File: src/rtl/voxel_fetch_master_pkg.sv
// Shared types and defaults for the voxel/palette fetch master.
package voxel_fetch_master_pkg;

  typedef enum logic [1:0] {
    IDLE  = 2'd0,
    ISSUE = 2'd1,
    DRAIN = 2'd2,
    DONE  = 2'd3
  } fetch_state_e;

  localparam int WORD_BYTES      = 4;
  localparam int DEF_MAX_PENDING = 4;
  localparam int DEF_FIFO_DEPTH  = 8;

endpackage

File: src/rtl/sync_fifo.sv
// Synchronous first-word-fall-through FIFO with occupancy count.
// DEPTH must be a power of two; push when full is dropped unless a pop frees a slot.
module sync_fifo #(
  parameter int WIDTH = 32,
  parameter int DEPTH = 8
) (
  input  logic                     clock,
  input  logic                     reset,
  input  logic                     push_i,
  input  logic [WIDTH-1:0]         push_data_i,
  input  logic                     pop_i,
  output logic [WIDTH-1:0]         pop_data_o,
  output logic                     empty_o,
  output logic [$clog2(DEPTH):0]   count_o
);
  localparam int PTR_W = $clog2(DEPTH);
  localparam int CNT_W = PTR_W + 1;

  logic [WIDTH-1:0] mem_q [DEPTH];
  logic [PTR_W-1:0] wr_ptr_q, rd_ptr_q;
  logic [CNT_W-1:0] count_q;
  logic             do_push, do_pop;

  assign do_pop  = pop_i && (count_q != '0);
  assign do_push = push_i && ((count_q != CNT_W'(DEPTH)) || do_pop);

  // NOTE: storage has no reset; only pointers and count define what is valid.
  always_ff @(posedge clock) begin
    if (do_push) mem_q[wr_ptr_q] <= push_data_i;
  end

  // NOTE: state registers use non-blocking assignments so every flop samples pre-edge values.
  always_ff @(posedge clock) begin
    if (reset) begin
      wr_ptr_q <= '0;
      rd_ptr_q <= '0;
      count_q  <= '0;
    end else begin
      if (do_push) wr_ptr_q <= wr_ptr_q + PTR_W'(1);
      if (do_pop)  rd_ptr_q <= rd_ptr_q + PTR_W'(1);
      count_q <= count_q + CNT_W'(do_push) - CNT_W'(do_pop);
    end
  end

  assign empty_o    = (count_q == '0);
  assign count_o    = count_q;
  assign pop_data_o = empty_o ? '0 : mem_q[rd_ptr_q];

endmodule

File: src/rtl/voxel_fetch_master.sv
// Avalon-MM pipelined read master streaming a word array into a valid/ready stream.
// Define VOXEL_FETCH_STATS_EN to add the stall_cycles waitrequest counter output.
module voxel_fetch_master
  import voxel_fetch_master_pkg::*;
#(
  parameter int MAX_PENDING = DEF_MAX_PENDING,
  parameter int FIFO_DEPTH  = DEF_FIFO_DEPTH
) (
  input  logic        clock,
  input  logic        reset,
  input  logic        start,
  input  logic [31:0] base_addr,
  input  logic [31:0] word_count,
  output logic        busy,
  output logic        done,
  output logic [31:0] out_data,
  output logic        out_valid,
  input  logic        out_ready,
  output logic [31:0] m1_address,
  output logic        m1_read,
  input  logic        m1_waitrequest,
  input  logic [31:0] m1_readdata,
  input  logic        m1_readdatavalid
`ifdef VOXEL_FETCH_STATS_EN
  ,
  output logic [31:0] stall_cycles
`endif
);
  localparam int CNT_W = $clog2(FIFO_DEPTH) + 1;

  fetch_state_e     state_q, state_d;
  logic [31:0]      base_q, base_d, count_q, count_d;
  logic [31:0]      issued_q, issued_d, consumed_q, consumed_d;
  logic [31:0]      pending_q, pending_d, addr_q, addr_d;
  logic [31:0]      fifo_next;
  logic             read_q, read_d;
  logic [CNT_W-1:0] fifo_count;
  logic             fifo_empty, pop, issue, start_acc;

  assign start_acc = start && (state_q == IDLE);
  assign issue     = read_q && !m1_waitrequest;
  assign pop       = !fifo_empty && out_ready;

  // Every response is pushed unconditionally; the credit check keeps room for it.
  sync_fifo #(.WIDTH(32), .DEPTH(FIFO_DEPTH)) u_fifo (
    .clock       (clock),
    .reset       (reset),
    .push_i      (m1_readdatavalid),
    .push_data_i (m1_readdata),
    .pop_i       (pop),
    .pop_data_o  (out_data),
    .empty_o     (fifo_empty),
    .count_o     (fifo_count)
  );

  // NOTE: every always_comb output gets a default first so no path infers a latch.
  always_comb begin
    state_d    = state_q;
    base_d     = base_q;
    count_d    = count_q;
    read_d     = read_q;
    addr_d     = addr_q;
    issued_d   = issued_q + 32'(issue);
    consumed_d = consumed_q + 32'(pop);
    pending_d  = pending_q + 32'(issue) - 32'(m1_readdatavalid);
    fifo_next  = 32'(fifo_count) + 32'(m1_readdatavalid) - 32'(pop);
    case (state_q)
      IDLE: begin
        if (start) begin
          base_d     = base_addr;
          count_d    = word_count;
          issued_d   = '0;
          consumed_d = '0;
          addr_d     = base_addr;
          read_d     = (word_count != '0);
          state_d    = (word_count == '0) ? DONE : ISSUE;
        end
      end
      ISSUE: begin
        // A stalled request holds address and read; otherwise re-arm against next-cycle credit.
        if (!(read_q && m1_waitrequest)) begin
          read_d = (issued_d != count_q) &&
                   (pending_d < 32'(MAX_PENDING)) &&
                   (pending_d + fifo_next < 32'(FIFO_DEPTH));
          addr_d = base_q + issued_d * 32'(WORD_BYTES);
        end
        if (issued_d == count_q) state_d = DRAIN;
      end
      DRAIN:   if (consumed_d == count_q) state_d = DONE;
      DONE:    state_d = IDLE;
      default: state_d = IDLE;
    endcase
  end

  always_ff @(posedge clock) begin
    if (reset) begin
      state_q    <= IDLE;
      base_q     <= '0;
      count_q    <= '0;
      issued_q   <= '0;
      consumed_q <= '0;
      pending_q  <= '0;
      addr_q     <= '0;
      read_q     <= 1'b0;
    end else begin
      state_q    <= state_d;
      base_q     <= base_d;
      count_q    <= count_d;
      issued_q   <= issued_d;
      consumed_q <= consumed_d;
      pending_q  <= pending_d;
      addr_q     <= addr_d;
      read_q     <= read_d;
    end
  end

  assign m1_read    = read_q;
  assign m1_address = addr_q;
  assign out_valid  = !fifo_empty;
  assign busy       = (state_q == ISSUE) || (state_q == DRAIN);
  assign done       = (state_q == DONE);

`ifdef VOXEL_FETCH_STATS_EN
  logic [31:0] stall_q;

  always_ff @(posedge clock) begin
    if (reset || start_acc)                            stall_q <= '0;
    else if (m1_read && m1_waitrequest && stall_q != '1) stall_q <= stall_q + 32'd1;
  end

  assign stall_cycles = stall_q;
`else
  logic unused_start_acc;
  assign unused_start_acc = start_acc;
`endif

endmodule

File: config.mk
export PLATFORM = sky130hd
export DESIGN_NAME = voxel_fetch_master
export DESIGN_NICKNAME = d
export VERILOG_FILES = /design/src/rtl/voxel_fetch_master_pkg.sv /design/src/rtl/sync_fifo.sv /design/src/rtl/voxel_fetch_master.sv
export SDC_FILE = /design/constraint.sdc
export NUM_CORES = 1
export LEC_CHECK = 0
export CELL_PAD_IN_SITES_DETAIL_PLACEMENT = 0
export CELL_PAD_IN_SITES_GLOBAL_PLACEMENT = 1
export CORE_ASPECT_RATIO = 0.9
export CORE_MARGIN = 10
export CORE_UTILIZATION = 43
export CTS_CLUSTER_DIAMETER = 80
export DETAILED_ROUTE_END_ITERATION = 7
export GPL_ROUTABILITY_DRIVEN = 0
export PLACE_DENSITY_LB_ADDON = 0.1
export SLEW_MARGIN = 0
export SYNTH_ARGS = -nofsm -noshare
export SYNTH_HDL_FRONTEND = slang
export SYNTH_HIERARCHICAL = 1
export SYNTH_SLANG_ARGS = --single-unit
File: constraint.sdc
create_clock -name clock -period 5.6 [get_ports clock]
set_input_delay 1.12 -clock clock [delete_from_list [all_inputs] [get_ports clock]]
set_output_delay 1.12 -clock clock [all_outputs]
set_load 0.02 [all_outputs]
==> impl_metrics.json <==
{
  "rows": 82,
  "syn-mean-instance-area_um2": 10.68,
  "fin_skew_ns": 0.04371,
  "cts_buffer_depth": 3,
  "drive_gt1_frac": 0.1792,
  "end_kind": "flop",
  "grt_pass1_vias": 18852,
  "synthArstFlopShare": 0,
  "n_fill_cell": 4914,
  "area_growth_pct": 24.98,
  "final_antenna_net_count": 0,
  "htree_levels": 2,
  "period_minus_slack_ns": 5.601,
  "synth_common_cells": "edfxtp_1, nand2_1, dfxtp_1",
  "ys_seq_area_frac": 0.4877,
  "fp.dieArea_mm2": 0.06644,
  "grt_pass1_wl_mm": 105.8,
  "clock-root-buffer": "clkbuf_16",
  "grt_max_degree": 71,
  "synth_seq_cells": 464,
  "layout_setup_ws_ns": -0.001305,
  "grt_use_total": 0.1979,
  "synth_edf_count": 256,
  "netlist_area_mm2": 0.02430,
  "wl_per_cell_um": 19.21,
  "cts_tree": "yes",
  "synth.most_common_cell": "edfxtp_1",
  "status": "finished with violations",
  "hold_path_class": "flop to flop",
  "final_nets": 2879,
  "syn_nets": 2492,
  "power_mw": 22.38,
  "yosysWarnings": 6,
  "reg2regPathDepth": 28,
  "routed_via_density": 5.411,
  "synth_cells": 2275,
  "p_per_area_mw_per_mm2": 737.0,
  "worstPathArrival_ns": 6.12,
  "leakagePower_nw": 11.61,
  "path_clk_slew_ns": 0.06,
  "max_slew.worst_pin.slew_ns": 1.005,
  "die_y_um": 245.5,
  "critical_path_required_ns": 6.12,
  "rsz0062_at_grt": "true",
  "slew_viol_final": 0,
  "core_mm2": 0.05581,
  "cts_buffers": 50,
  "io_buffers": 169,
  "finalHoldViolCount": 0,
  "irDropWorstVdd_mv": 0.5741,
  "drc": 0,
  "finalCritPeriodShare": 1.000,
  "die_w_um": 270.6,
  "finalSetupViolations": 1,
  "dr.first_iter.drc_count": 1253,
  "initial_core_util": 0.4354,
  "vias": 18718,
  "max-slew-margin-rel": 0.3298,
  "cp-start-kind": "input pin",
  "drt-total-wl_mm": 66.46,
  "crit_path_max_fanout": 3,
  "synthFlopType": "edfxtp_1",
  "cap_violations": 0,
  "ioPinCount": 170,
  "min_path_cells": 2,
  "cts.sinks": 464,
  "ys_top_cells_by_area": "edfxtp_1, dfxtp_1, mux4_2",
  "grt_overflow_total": 0,
  "synth_top_cell_area_share": 0.3163,
  "fmax_mhz": 178.5,
  "hold_ws_ns": 0.4588,
  "clk_latency_ns": 0.63,
  "antenna_found_initial": 5,
  "yosysTopAreaCell": "edfxtp_1",
  "dr.pass1.iters": 7,
  "crit_type": "input pin to flop",
  "synth.distinct_cells": 101,
  "violations": "negative setup slack",
  "dp_hpwl_mm": 47.48
}
## kinds of logic after synthesis
kind of cell    count (synthesis)  share of synthesized area
fa+ha+maj                     116                    0.06091
flops                         464                     0.4877
simple gates                  749                     0.1507
buf+inv                       209                    0.03666
xor+xnor                      166                    0.06040
mux                            88                    0.06941
compound gates                483                     0.1343
## registers in the layout, indices dropped and copies added (netlist names), named ones only
signal and count:
state_q 2, base_q 32, u_fifo/count_o 4, m1_read 1, m1_address 32, count_q 32
consumed_q 32, u_fifo/mem_q 256, pending_q 32, u_fifo/wr_ptr_q 3, u_fifo/rd_ptr_q 3, issued_q 32
## where the power goes
part           internal [mW]  total [mW]  leakage (nW)  switching, mW
clock                   1.92        3.32         0.790           1.40
combinational           6.99        14.7          6.79           7.70
sequential              4.03        4.36          4.03          0.335
## final timing paths
| check | start | endpoint | slack (ns) |
|---|---|---|---|
| max reg2reg | u_fifo/count_o[2]$_SDFF_PP0_ | m1_read$_SDFFE_PP0P_ | 0.08 |
| min | base_q[1]$_SDFFE_PP0P_ | base_q[1]$_SDFFE_PP0P_ | 0.46 |
| min reg2reg | base_q[1]$_SDFFE_PP0P_ | base_q[1]$_SDFFE_PP0P_ | 0.46 |
| max | m1_waitrequest | m1_read$_SDFFE_PP0P_ | -0.001 |
## layer usage
layer / wire, um / up-vias / GRT usage
met3: 2896 / 102 / 0.02916
met2: 32340 / 382 / 0.3357
met5: 23 / - / 0
met1: 29570 / 9048 / 0.2583
met4: 1633 / 4 / 0.06026
li1: - / 9182 / -
## layout make-up
class	instances	area, um^2	area share
antenna	2	5.005	0.0001648
tap	756	945.9	0.03115
inverter	116	436.7	0.01438
timing repair buffer	428	3667	0.1208
clock inverter	25	331.6	0.01092
multi-input combinational	1602	11800	0.3884
clock buffer	66	1331	0.04383
sequential	464	11860	0.3904
## per-stage QoR
step           instances  instance area (um^2)  utilization  worst slack (ns)  setup TNS, ns
2_1_floorplan       2275                 24420            -          0.006366              0
4_1_cts             3457                 30330       0.5435           -0.3084        -0.3084
3_3_place_gp        3366                 28620       0.5128            -1.302         -3.693
5_1_grt             3459                 30370       0.5441           -0.3545        -0.3545
3_5_place_dp        3366                 28620       0.5128            -1.385         -3.509
6_report            3459                 30370       0.5441         -0.001305      -0.001305
## worst max-delay path: stages
cell and delay (ns):
buf_8 0.11, nand2b_4 0.16, ha_4 0.27, inv_2 0.04
ha_4 0.15, fa_2 0.34, a21o_1 0.23, a221oi_4 0.34
a21oi_4 0.11, o21ai_4 0.19, a31oi_2 0.14, nand2_1 0.10
o21ai_0 0.08, a21oi_1 0.18, xnor2_1 0.19, ha_1 0.30
nand3b_1 0.08, o21ai_0 0.16, nor4_2 0.30, o2111ai_1 0.18
a2111oi_2 0.25, nand4bb_1 0.15, nor4_1 0.20, nand4b_1 0.18
a2111oi_2 0.26, nand4_1 0.16, o21bai_1 0.15
## repair_timing
| item | CTS | global route |
|---|---|---|
| setup buffers | 1 | 0 |
| hold buffers | 0 | 0 |
| gates resized for setup | 21 | 7 |
| endpoints found under the setup margin | 1 | 1 |
| pin swaps | 21 | 12 |
## cells in the final DEF (no fill, tap or decap), types with 39 or more instances in the layout
master,Yosys,final
nand2_1,222,221
xnor2_1,88,87
nor2_1,190,186
clkdlybuf4s50_1,0,165
dfxtp_1,208,206
inv_1,114,112
a21oi_1,170,167
o21ai_0,64,57
edfxtp_1,256,256
mux4_2,64,64
clkbuf_16,0,50
nand3_1,67,66
buf_4,2,258
a211oi_1,42,42
xor2_1,77,77
nor3_1,43,39
ha_1,111,104
Power figures use the tool's default switching activity.
